**src/rtl/cmos_cap_pkg.sv**
```systemverilog
// Shared types and sizing helpers for the CMOS DVP capture path.
package cmos_cap_pkg;

  localparam int PIX_W = 16;

  typedef enum logic [1:0] {
    IDLE,
    WAIT_VS,
    CAPTURE,
    SKIPPING
  } cap_state_t;

  function automatic int pix_per_word(input int dout_w);
    return dout_w / PIX_W;
  endfunction

  function automatic int total_cnt_w(input int h_active, input int v_active);
    return $clog2(h_active * v_active + 1);
  endfunction

endpackage

```
**src/rtl/pix_word_packer.sv**
```systemverilog
// Shifts RGB565 pixels into a word MSB-first; a flush emits the partial word
// left-aligned with zero padding (all zeros if nothing is held).
module pix_word_packer
  import cmos_cap_pkg::*;
#(
  parameter int DOUT_W = 128
) (
  input  logic              clk,
  input  logic              rst,
  input  logic              pix_vld,
  input  logic [PIX_W-1:0]  pix,
  input  logic              flush,
  output logic              fire,
  output logic [DOUT_W-1:0] word,
  output logic              word_vld
);

  localparam int PPW = pix_per_word(DOUT_W);
  localparam int FW  = $clog2(PPW + 1);
  localparam int SW  = $clog2(DOUT_W + 1);

  logic [DOUT_W-1:0] shift_reg, shift_next;
  logic [FW-1:0]     fill_reg, fill_next;
  logic [SW-1:0]     pad_shift;

  always_comb begin
    shift_next = shift_reg;
    fill_next  = fill_reg;
    if (pix_vld) begin
      shift_next = (shift_reg << PIX_W) | DOUT_W'(pix);
      fill_next  = fill_reg + 1'b1;
    end
    fire      = flush || (fill_next == FW'(PPW));
    // Empty slots sit in the low bits, so shift the held pixels up past them.
    pad_shift = SW'(FW'(PPW) - fill_next) * SW'(PIX_W);
  end

  always_ff @(posedge clk) begin
    if (rst) begin
      shift_reg <= '0;
      fill_reg  <= '0;
      word      <= '0;
      word_vld  <= 1'b0;
    end else begin
      word_vld <= fire;
      if (fire) begin
        word      <= shift_next << pad_shift;
        shift_reg <= '0;
        fill_reg  <= '0;
      end else begin
        shift_reg <= shift_next;
        fill_reg  <= fill_next;
      end
    end
  end

endmodule

```
**src/rtl/cmos_pack_capture.sv**
```systemverilog
// OV5640 DVP capture: byte pairing, frame decimation, line/frame length
// checks and packing into sop/eop-tagged DOUT_W-bit words.
module cmos_pack_capture
  import cmos_cap_pkg::*;
#(
  parameter int DOUT_W   = 128,
  parameter int H_ACTIVE = 1280,
  parameter int V_ACTIVE = 720,
  parameter int SKIP     = 0
) (
  input  logic              clk,
  input  logic              rst,
  input  logic              enable,
  input  logic              vsync,
  input  logic              href,
  input  logic [7:0]        din,
  output logic [DOUT_W-1:0] dout,
  output logic              dout_vld,
  output logic              dout_sop,
  output logic              dout_eop,
  output logic              frame_done,
  output logic              line_err,
  output logic              frame_err,
  output logic [15:0]       frame_cnt
);

  localparam int TOTAL = H_ACTIVE * V_ACTIVE;
  localparam int CW    = total_cnt_w(H_ACTIVE, V_ACTIVE);
  localparam int LW    = $clog2(H_ACTIVE + 2);
  localparam int SKW   = (SKIP > 1) ? $clog2(SKIP) : 1;

  logic             vsync_reg, vsync_prev_reg, href_reg, href_prev_reg;
  logic [7:0]       din_reg, hi_byte_reg;
  logic             toggle_reg;
  cap_state_t       state_reg, state_next;
  logic [SKW-1:0]   skip_cnt_reg, skip_cnt_next;
  logic [CW-1:0]    pix_cnt_reg;
  logic [LW-1:0]    line_pix_reg;
  logic             ovf_seen_reg, sop_pend_reg;

  logic vs_rise, href_fall, capturing, frame_end, frame_start;
  logic pix_stb, pix_accept, pix_last, cnt_full, short_frame;
  logic pack_flush, pack_fire;

  assign vs_rise     = vsync_reg & ~vsync_prev_reg;
  assign href_fall   = href_prev_reg & ~href_reg;
  assign capturing   = (state_reg == CAPTURE);
  assign pix_stb     = capturing & href_reg & toggle_reg;
  assign cnt_full    = (pix_cnt_reg == CW'(TOTAL));
  assign pix_accept  = pix_stb & ~cnt_full;
  assign pix_last    = pix_accept & (pix_cnt_reg == CW'(TOTAL - 1));
  assign frame_end   = capturing & vs_rise;
  // An eop word landing on the frame-end edge wins; no flush then.
  assign short_frame = frame_end & ~cnt_full & ~pix_last;
  assign pack_flush  = pix_last | (short_frame & (pix_accept | (pix_cnt_reg != '0)));
  assign frame_start = vs_rise & (state_next == CAPTURE);

  always_comb begin
    state_next    = state_reg;
    skip_cnt_next = skip_cnt_reg;
    case (state_reg)
      IDLE: if (enable) state_next = WAIT_VS;
      WAIT_VS: begin
        if (!enable)     state_next = IDLE;
        else if (vs_rise) state_next = CAPTURE;
      end
      CAPTURE: begin
        if (vs_rise) begin
          skip_cnt_next = '0;
          if (SKIP > 0) state_next = SKIPPING;
          else          state_next = enable ? CAPTURE : IDLE;
        end
      end
      SKIPPING: begin
        if (vs_rise) begin
          if (skip_cnt_reg == SKW'(SKIP - 1)) state_next = enable ? CAPTURE : IDLE;
          else                                skip_cnt_next = skip_cnt_reg + 1'b1;
        end
      end
      default: state_next = IDLE;
    endcase
  end

  always_ff @(posedge clk) begin
    if (rst) begin
      vsync_reg      <= 1'b0;
      vsync_prev_reg <= 1'b0;
      href_reg       <= 1'b0;
      href_prev_reg  <= 1'b0;
      din_reg        <= '0;
      hi_byte_reg    <= '0;
      toggle_reg     <= 1'b0;
      state_reg      <= IDLE;
      skip_cnt_reg   <= '0;
      pix_cnt_reg    <= '0;
      line_pix_reg   <= '0;
      ovf_seen_reg   <= 1'b0;
      sop_pend_reg   <= 1'b0;
      dout_sop       <= 1'b0;
      dout_eop       <= 1'b0;
      frame_done     <= 1'b0;
      line_err       <= 1'b0;
      frame_err      <= 1'b0;
      frame_cnt      <= '0;
    end else begin
      vsync_reg      <= vsync;
      vsync_prev_reg <= vsync_reg;
      href_reg       <= href;
      href_prev_reg  <= href_reg;
      din_reg        <= din;
      toggle_reg     <= href_reg & ~toggle_reg;
      if (href_reg & ~toggle_reg) hi_byte_reg <= din_reg;

      state_reg    <= state_next;
      skip_cnt_reg <= skip_cnt_next;

      if (frame_start) begin
        pix_cnt_reg  <= '0;
        ovf_seen_reg <= 1'b0;
        sop_pend_reg <= 1'b1;
      end else begin
        if (pix_accept)          pix_cnt_reg  <= pix_cnt_reg + 1'b1;
        if (pix_stb & cnt_full)  ovf_seen_reg <= 1'b1;
        if (pack_fire)           sop_pend_reg <= 1'b0;
      end

      if (href_fall | frame_start)
        line_pix_reg <= '0;
      else if (pix_stb && line_pix_reg != LW'(H_ACTIVE + 1))
        line_pix_reg <= line_pix_reg + 1'b1;

      // toggle_reg still set at the fall means a dangling high byte.
      line_err   <= capturing & href_fall & ((line_pix_reg != LW'(H_ACTIVE)) | toggle_reg);
      frame_err  <= (pix_stb & cnt_full & ~ovf_seen_reg) | short_frame;
      dout_sop   <= pack_fire & sop_pend_reg;
      dout_eop   <= pack_flush;
      frame_done <= pack_flush;
      if (pack_flush) frame_cnt <= frame_cnt + 1'b1;
    end
  end

  pix_word_packer #(.DOUT_W(DOUT_W)) u_packer (
    .clk      (clk),
    .rst      (rst),
    .pix_vld  (pix_accept),
    .pix      ({hi_byte_reg, din_reg}),
    .flush    (pack_flush),
    .fire     (pack_fire),
    .word     (dout),
    .word_vld (dout_vld)
  );

endmodule

```
**config.mk**
```make
export PLATFORM = sky130hd
export DESIGN_NAME = cmos_pack_capture
export DESIGN_NICKNAME = d
export VERILOG_FILES = /design/src/rtl/cmos_cap_pkg.sv /design/src/rtl/pix_word_packer.sv /design/src/rtl/cmos_pack_capture.sv
export SDC_FILE = /design/constraint.sdc
export NUM_CORES = 1
export LEC_CHECK = 0
export CORE_MARGIN = 2
export CORE_UTILIZATION = 52
export CTS_CLUSTER_DIAMETER = 80
export DETAILED_ROUTE_END_ITERATION = 12
export PLACE_DENSITY = 0.77
export SYNTH_ARGS = -nofsm -noshare
export SYNTH_HDL_FRONTEND = slang
export SYNTH_HIERARCHICAL = 1
export SYNTH_SLANG_ARGS = --single-unit
```
**constraint.sdc**
```tcl
create_clock -name clk -period 3.3 [get_ports clk]
set_input_delay 0.66 -clock clk [delete_from_list [all_inputs] [get_ports clk]]
set_output_delay 0.66 -clock clk [all_outputs]
set_load 0.01 [all_outputs]
```
Yosys cells after proc, flatten, opt, wreduce, memory -nomap -nowiden
Index checks and enable logic that the tools add are counted.
- add/subtract/negate cells: 6
- eq/ne operators: 11
- shift operators: 1
- muxes and demuxes: 16
- bitwise operators: 29
- reduce and logical (&&, ||, !) cells: 10
- operators with widths (cell ; number):
    two-way mux 128 bit ; 1
    bitwise OR 128 x 16 -> 128 bit ; 1
    << shifter 128 x 8 -> 128 bit ; 1
    == test 20 bit (second input constant) ; 2
    != test 11 bit (second input constant) ; 2
    adder 20 x 1 -> 20 bit (second input constant) ; 1
    nonzero test 20 bit ; 1
    bitwise AND 1 bit ; 17
    adder 16 x 1 -> 16 bit (second input constant) ; 1
    two-way mux 2 bit ; 7
    adder 11 x 1 -> 11 bit (second input constant) ; 1
    one-hot mux 2 bit (4 select lines) ; 1
    == test 2 bit (second input constant) ; 3
    NOT 1 bit ; 6
    OR reduction 2 bit ; 3
    two-way mux 1 bit ; 5
    bitwise OR 1 bit ; 5
    adder 4 x 1 -> 4 bit (second input constant) ; 1
    == test 4 bit (second input constant) ; 1
    two-way mux 4 bit ; 1
    != test 2 bit (second input constant) ; 2
    nonzero test 2 bit ; 2
    subtractor 4 bit (first input constant) ; 1
    AND reduction 3 bit ; 1
    other kinds (6) ; 6
- flip-flop bits (word level): 338
- bits of input ports: 13
- logic and storage cells: 95

Logic depth before layout (Yosys ltp)
Gate-level depths: netlist of the first run.
- depth in word-level cells: 12
- depth in mapped cells: 16
- mapped depth without buffers: 13

Cells and area by module
The synthesis of the first run kept the hierarchy.
- by module, submodules not included (module ; instances ; cells an instance ; area an instance (µm²)):
    pix_word_packer ; 1 ; 1314 ; 12241.7
    cmos_pack_capture ; 1 ; 420 ; 3633.5

Least setup slack after synthesis of the first run
No wires, ideal clock.
- path type: register -> register
- start: register pix_cnt_reg[0]
- end: register u_packer.word[86]
- setup time: 120 ps
- arrival time: 3049 ps
- data required time: 3180 ps
- path slack: 131 ps
- stages on the path, launching flop included: 16
- buffers on the path: 3
- path through: dfxtp_1 -> inv_1 -> ha_1 -> nor4b_1 -> nand4_1 -> o21ai_0 -> inv_1 -> buf_4 -> or3_4 -> a2bb2oi_2 -> and4_4 -> nor2_4 -> buf_6 -> nor2_4 -> buf_6 -> a211o_1
- longest elaborated chain between the ends: 9
- ends and longest elaborated chain (element ; line ; RTL):
    start, declared ; cmos_pack_capture.sv:37 ; logic [CW-1:0] pix_cnt_reg;
    start signal, assigned ; cmos_pack_capture.sv:122 ; if (pix_accept) pix_cnt_reg <= pix_cnt_reg + 1'b1;
    == test 20 bit (*) ; cmos_pack_capture.sv:49 ; assign cnt_full = (pix_cnt_reg == CW'(TOTAL));
    NOT 1 bit (*) ; cmos_pack_capture.sv:50 ; assign pix_accept = pix_stb & ~cnt_full;
    bitwise AND 1 bit (*) ; cmos_pack_capture.sv:50 ;
    net pix_accept ; cmos_pack_capture.sv:42 ; logic pix_stb, pix_accept, pix_last, cnt_full, short_frame;
    parallel branches: the longest is 6 deep, another holds subtractor 4 bit ; -- ;
    end signal, assigned ; pix_word_packer.sv:47 ; word <= shift_next << pad_shift;
    end, declared ; pix_word_packer.sv:14 ; output logic [DOUT_W-1:0] word,
Mark *: on every way through the listed nets, which the timed path passes.
A chain may end at the register's enable or synchronous reset.

Worst setup path after layout of the first run
- start: register pix_cnt_reg[0]
- end: register u_packer.word[109]
Same word-level chain as after synthesis.

==> results of run 1 <==
-- routing by layer --
metal | vias to the layer above | GRT usage | part of all wire
li1 | 6524 | - | -
met1 | 6692 | 0.3759 | 0.42
met2 | 674 | 0.4572 | 0.47
met3 | 100 | 0.04050 | 0.082
met4 | 0 | 0.08977 | 0.034
met5 | - | 0 | 0
-- what timing repair did --
item / 4_1_cts / 5_1_grt
setup endpoints to repair: 0 / 90
buffers inserted: 0 / 2
resized for setup: 0 / 14
-- stage by stage --
stage | setup slack [ns] | instance area [sq um] | power (uW) | util | TNS [ns]
after floorplan | 0.1312 | 15880 | 4285 | - | 0
after global placement | 0.09180 | 18270 | 4342 | 0.6114 | 0
after detailed placement | 0.07721 | 18270 | 4344 | 0.6114 | 0
after CTS | 0.02172 | 19600 | 8734 | 0.6560 | 0
after global routing | -0.002967 | 19760 | 8929 | 0.6616 | -0.004080
final | 0.1125 | 19760 | 8696 | 0.6616 | 0
-- synth_stat cells, drive strengths merged (7+ instances only) --
| cell | number |
|---|---|
| nor2 | 291 |
| nand2 | 92 |
| nor4 | 12 |
| a222oi | 31 |
| ha | 7 |
| nand3 | 25 |
| xnor2 | 22 |
| a22oi | 17 |
| nor3 | 28 |
| o21ai | 68 |
| nor2b | 32 |
| o22ai | 17 |
| inv | 16 |
| mux2i | 297 |
| and3 | 12 |
| a22o | 43 |
| buf | 81 |
| xor2 | 12 |
| a21oi | 94 |
| and2 | 21 |
| a211o | 20 |
| clkbuf | 58 |
| nand4 | 18 |
| dfxtp | 338 |
| mux2 | 25 |
-- layout make-up --
| class | instances | area share |
|---|---|---|
| tap | 390 | 0.02469 |
| clock buffer | 51 | 0.05514 |
| timing repair buffer | 253 | 0.1336 |
| clock inverter | 17 | 0.01228 |
| multi-input combinational | 1241 | 0.4283 |
| sequential | 338 | 0.3426 |
| inverter | 16 | 0.003419 |
-- logic make-up (layout without fill, tap and decap cells) --
family                   Yosys count  in the layout  synth area share
XOR/XNOR                          34             34           0.01970
AO/OA/AOI/OAI                    320            320            0.1371
buffers and inverters            155            337           0.04508
AND/OR/NAND/NOR                  558            558            0.1613
flip-flops                       338            338            0.4262
multiplexers                     322            322            0.2050
adder cells (fa/ha/maj)            7              7          0.005517
-- power breakdown --
group / leakage (uW) / total, uW / internal (uW) / switching, uW
registers: 0.00273 / 4110 / 4090 / 20.3
clock network: 0.000662 / 4440 / 2730 / 1710
logic: 0.00386 / 145 / 47.1 / 98.4
total: 0.00725 / 8700 / 6870 / 1830
-- critical path, cell delays in order, from the launching register on --
cell	delay [ns]
dfxtp_1	0.33
inv_1	0.10
ha_2	0.21
nor4b_4	0.21
nand4_1	0.14
o21ai_1	0.14
buf_4	0.17
inv_8	0.06
or2_1	0.24
a21boi_4	0.17
xor2_4	0.20
buf_12	0.19
a222oi_1	0.65
mux2i_1	0.17
o21ai_1	0.15
-- worst max path at each step --
stage,cells past startpoint,startpoint,end,slack [ns]
global placement,15,pix_cnt_reg[0],u_packer/word[109],0.09
finish,14,pix_cnt_reg[0],u_packer/word[109],0.11
detailed placement,14,pix_cnt_reg[0],u_packer/word[84],0.08
floorplan,15,pix_cnt_reg[0],u_packer/word[86],0.13
global route,14,pix_cnt_reg[0],u_packer/word[74],-0.003
CTS,14,pix_cnt_reg[0],u_packer/word[84],0.02
==> summary.txt, run 1 <==
Post-layout nets: 1,908
Commonest non-fill, non-tap cell in the layout: dfxtp_1
Ys async rst share: 0
Core area: 29,870 sq um
CP max FO: 10
# setup viols final: 0
DRC: 0
Share of cells above drive strength 1: 0.1086
Hold path endpoint: dout_sop
Max_cap viols: 0
Mapped Area: 15,880 sq um
Vias in the first global route: 12.71k
Worst Setup Start Kind: flop
Routed length per instance: 20.15 um
R2r worst-path depth: 14
Clk Tree Root Cell: clkbuf_16
Final Max Tran Viols: 0
CTS Buf Count: 38
Hold Crit Class: flop to flop
Post-synthesis cell count: 1,734
Sequential fraction of the synthesis area: 0.4262
Post-DP HPWL: 31.53 mm
GRT Residual Overflow: 0
Number of synthesized register bits: 338
Worst slew pin tran: 1.029 ns
Fill cell count: 2,353
Die width: 178.7 um
Sequential Area: 6770 sq um
Htree depth: 2
Ranking of synthesized cells by area: dfxtp_1 43%, mux2i_1 19%, nor2_1 6.8%
# IOs: 163
Outcome: finished clean
Clk Latency, worst-skew pair: 0.53 ns
Crit Path Category: flop to flop
Cts hold-fix bufs: 0
PD cells: 440.0 nW/um^2
Initial Utilization: 0.5314
VDD IR-drop max: 0.0003805 V
Setup crit end kind: flop
Row cnt: 63
Clk slew on worst S/H paths: 0.06 ns
Hold WS: 0.4283 ns
Top-area cell type share of the netlist area: 0.4262
Final number of hold-violating endpoints: 0
Reg2reg end: u_packer/word[109]
Leakage: 0.007250 uW
Vias: 13.99k
Antenna violations before repair: 0
Max_slew headroom: 0.3127
Worst Min Path Start: sop_pend_reg
CTS tree: built
Full die area: 31,940 sq um
Crit path DAT: 3.65 ns
Remaining antenna violation count: 0
Commonest non-fill, non-tap cells in the layout: 337 x dfxtp_1, 297 x mux2i_1, 289 x nor2_1
Syn_area_per_cell: 9.155 sq um
Yosys top cell by area: dfxtp_1
Largest net degree at the start of global routing: 169
Area taken by multi-input logic gates: 8464 sq um
Number of different library cells in the post-synthesis netlist: 69
Clock buffer depth: 3
Via density: 6.067
Ratio of final minimum period to clock period: 0.9659
First-pass GRT wire length: 70.27 mm
EDFF count, synth: 0
RR Startpoint: pix_cnt_reg[0]
Post-synth net total: 1,754
WL final: 46.46 mm
Max Clock Freq: 313.7 MHz
Die height: 178.7 um
Ys flop type: dfxtp_1
Final GP Congestion: 0.9269
Layout Skew: 0.02610 ns
Fin cells: 2,306
WP data required: 3.76 ns
Total track usage: 0.2779
Diode count: 0
First DRT Iteration DRCs: 1,622
Clock sink count: 338
Synth warn: 6
Reg-to-reg slack, setup: 0.11 ns
Area grow syn2layout: 24.50%
Placed Cells: 2,233
Tmin final: 3.187 ns
Pre-antenna DRT Iters: 6
Port-buffer cells: 162
Worst hold path depth: 2
Power figures use the tool's default switching activity.
==> run 2: changes to the inputs <==
- CTS_CLUSTER_DIAMETER: 80 -> not set
==> results of run 2 <==
No change in the layout: final DEF, timing and power equal those of run 1.
==> run 3: changes to the inputs <==
- CORE_UTILIZATION: 52 -> 57
- DONT_BUFFER_PORTS: not set -> 1
- PLACE_DENSITY: 0.77 -> 0.75
==> run 3 against run 2 <==
Against the previous run: utilization increased by 0.55 points; power decreased by 2.5%; first-iteration DRC count shrank 6.4%; routed wire length fell by 4.7%; register-to-register slack better by 0.07 ns; sequential power about the same; count of clock-buffer cells in the layout rose by 5; largest power group unchanged; clock skew is 0.00071 ns higher.
==> summary.txt, run 3 (synthesized netlist as in run 1, its figures left out) <==
RR Startpoint: pix_cnt_reg[0] (unchanged)
Crit path DAT: 3.47 ns (was 3.65 ns)
Fin worst setup slack: 0.1841 ns (was 0.1125 ns)
Clk slew on worst S/H paths: 0.06 ns (about the same)
PD cells: 460.1 nW/um^2 (was 440.0 nW/um^2)
Final Max Tran Viols: 0 (unchanged)
Commonest non-fill, non-tap cell in the layout: dfxtp_1 (unchanged)
CTS Buf Count: 37 (was 38)
Crit path from: pix_cnt_reg[0] (unchanged)
Tmin final: 3.116 ns (was 3.187 ns)
CP max FO: 132 (was 10)
Ratio of final minimum period to clock period: 0.9442 (was 0.9659)
# IOs: 163 (unchanged)
# setup viols final: 0 (unchanged)
Total track usage: 0.2886 (was 0.2779)
Die width: 170.9 um (was 178.7 um)
Critical-path cell list: inv_2 > ha_4 > nor4b_4 > nand4_1 > o21ai_1 > buf_4 > inv_8 > or3_4 > a2bb2oi_2 > nor2_1 > or3_4 > buf_16 > nor2_1 (was inv_1 > ha_2 > nor4b_4 > nand4_1 > o21ai_1 > buf_4 > inv_8 > or2_1 > a21boi_4 > xor2_4 > buf_12 > a222oi_1 > mux2i_1 > o21ai_1)
First-pass GRT wire length: 67.14 mm (was 70.27 mm)
Area grow syn2layout: 16.10% (was 24.50%)
Placed Cells: 2,125 (was 2,233)
Clk Tree Root Cell: clkbuf_16 (unchanged)
Area taken by multi-input logic gates: 8482 sq um (was 8464 sq um)
Clk Latency, worst-skew pair: 0.52 ns (was 0.53 ns)
End of the critical path: u_packer/shift_reg[14] (was u_packer/word[109])
Fill cell count: 2,128 (was 2,353)
Post-DP HPWL: 30.88 mm (was 31.53 mm)
Fin cells: 2,198 (was 2,306)
Crit path largest cell delay: 0.41 ns (was 0.65 ns)
Worst path slowest cell: or3_4 (was a222oi_1)
Post-route cell area: 18,430 sq um (was 19,760 sq um)
Clock sink count: 338 (unchanged)
Post-layout nets: 1,812 (was 1,908)
Vias in the first global route: 12.28k (was 12.71k)
Vias: 13.46k (was 13.99k)
Full die area: 29,200 sq um (was 31,940 sq um)
GRT Residual Overflow: 0 (unchanged)
WL final: 44.29 mm (was 46.46 mm)
Largest net degree at the start of global routing: 133 (was 169)
Commonest non-fill, non-tap cells in the layout: 336 x dfxtp_1, 295 x mux2i_1, 289 x nor2_1 (was 337 x dfxtp_1, 297 x mux2i_1, 289 x nor2_1)
Via density: 6.124 (was 6.067)
Final number of hold-violating endpoints: 0 (unchanged)
DRC: 0 (unchanged)
Htree depth: 2 (unchanged)
Core area: 27,630 sq um (was 29,870 sq um)
VDD IR-drop max: 0.0003231 V (was 0.0003805 V)
Initial Utilization: 0.5746 (was 0.5314)
Pre-antenna DRT Iters: 7 (was 6)
CP bufs+invs: 4 (unchanged)
Worst slew pin tran: 1.096 ns (was 1.029 ns)
Clock buffer depth: 3 (unchanged)
Max_slew headroom: 0.2675 (was 0.3127)
Final GP Congestion: 0.9251 (was 0.9269)
Setup WS pre-CTS: -0.08445 ns (was 0.07721 ns)
Row cnt: 61 (was 63)
Outcome: finished clean (unchanged)
Worst hold path depth: 1 (was 2)
Routed length per instance: 20.15 um (about the same)
Remaining antenna violation count: 0 (unchanged)
CP top delay family: simple AND/OR/NAND/NOR gates (was compound AO/OA/AOI/OAI gates)
Max Clock Freq: 320.9 MHz (was 313.7 MHz)
R2r worst-path depth: 13 (was 14)
Reg-to-reg slack, setup: 0.18 ns (was 0.11 ns)
Reg2reg end: u_packer/shift_reg[14] (was u_packer/word[109])
Layout Skew: 0.02681 ns (was 0.02610 ns)
Leakage: 0.006928 uW (was 0.007250 uW)
CTS tree: built (unchanged)
Sequential Area: 6771 sq um (was 6770 sq um)
Port-buffer cells: 0 (was 162)
Crit Path Category: flop to flop (unchanged)
Diode count: 0 (unchanged)
Cts hold-fix bufs: 0 (unchanged)
CP Depth: 13 (was 14)
Max_cap viols: 0 (unchanged)
First DRT Iteration DRCs: 1,518 (was 1,622)
WP data required: 3.66 ns (was 3.76 ns)
Area of placed instances: 17,000 sq um (was 18,270 sq um)
Hold Crit Class: primary input to flop (was flop to flop)
Setup crit end kind: flop (unchanged)
Antenna violations before repair: 1 (was 0)
Share of cells above drive strength 1: 0.1505 (was 0.1086)
Die height: 170.9 um (was 178.7 um)
Worst Setup Start Kind: flop (unchanged)
[run 3: changes by cell type in the layout (fill, tap and decap cells not counted), moves of 2 or more]
cell | before | now
nor4_1 | 12 | 10
clkdlybuf4s50_1 | 161 | 0
buf_12 | 19 | 9
a21oi_1 | 91 | 94
mux2i_1 | 297 | 295
clkbuf_8 | 9 | 12
nor4_2 | 0 | 2
mux2i_2 | 0 | 2
a21oi_2 | 3 | 0
clkbuf_1 | 4 | 6
bufinv_16 | 5 | 3
buf_4 | 64 | 146
buf_6 | 3 | 0
clkinv_4 | 3 | 1
[run 3: worst reg2reg max path, cell delays in order (launching register included)]
cell	delay, ns
dfxtp_2	0.33
inv_2	0.08
ha_4	0.15
nor4b_4	0.18
nand4_1	0.14
o21ai_1	0.17
buf_4	0.17
inv_8	0.07
or3_4	0.42
a2bb2oi_2	0.17
nor2_1	0.24
or3_4	0.20
buf_16	0.37
nor2_1	0.29
[run 3: layout make-up]
cell class              instances  share of cell area
clock inverters                11            0.007875
repair buffers                158             0.07345
well taps                     378             0.02566
clock buffers                  56             0.06177
flip-flops and latches        338              0.3674
inverters                      16            0.003666
multi-input cells            1241              0.4602
[run 3: what timing repair did]
item,in CTS,in global routing
cloned,0,2
buffers inserted,0,4
endpoints found under the setup margin,6,251
pin swaps,1,3
gates resized for setup,2,11
[run 3: worst min-delay path by stage]
stage / start / to / slack [ns]
2_1_floorplan: sop_pend_reg / dout_sop / 0.41
3_3_place_gp: sop_pend_reg / dout_sop / 0.44
3_5_place_dp: sop_pend_reg / dout_sop / 0.44
4_1_cts: rst / din_reg[3] / 0.20
5_1_grt: rst / frame_cnt[1] / 0.19
6_report: rst / frame_cnt[1] / 0.21
[run 3: metrics by stage]
stage                 util  total power, uW  setup TNS (ns)  hold slack (ns)
global route        0.6671             8714        -0.07533           0.1949
global placement    0.6154             4311               0           0.4378
floorplan                -             4285               0           0.4101
finish              0.6671             8480               0           0.2113
detailed placement  0.6154             4313        -0.09238           0.4406
CTS                 0.6620             8535               0           0.1955
[run 3: routing by layer]
layer	part of all wire	track usage
met5	0.00029	0
met4	0.042	0.1124
met3	0.10	0.07032
met2	0.45	0.4721
met1	0.40	0.3678
[run 3: where the power goes]
group | internal, uW | switching, uW
Clock | 2620 | 1630
Combinational | 33.6 | 81.5
Sequential | 4090 | 19.8
Total | 6750 | 1730
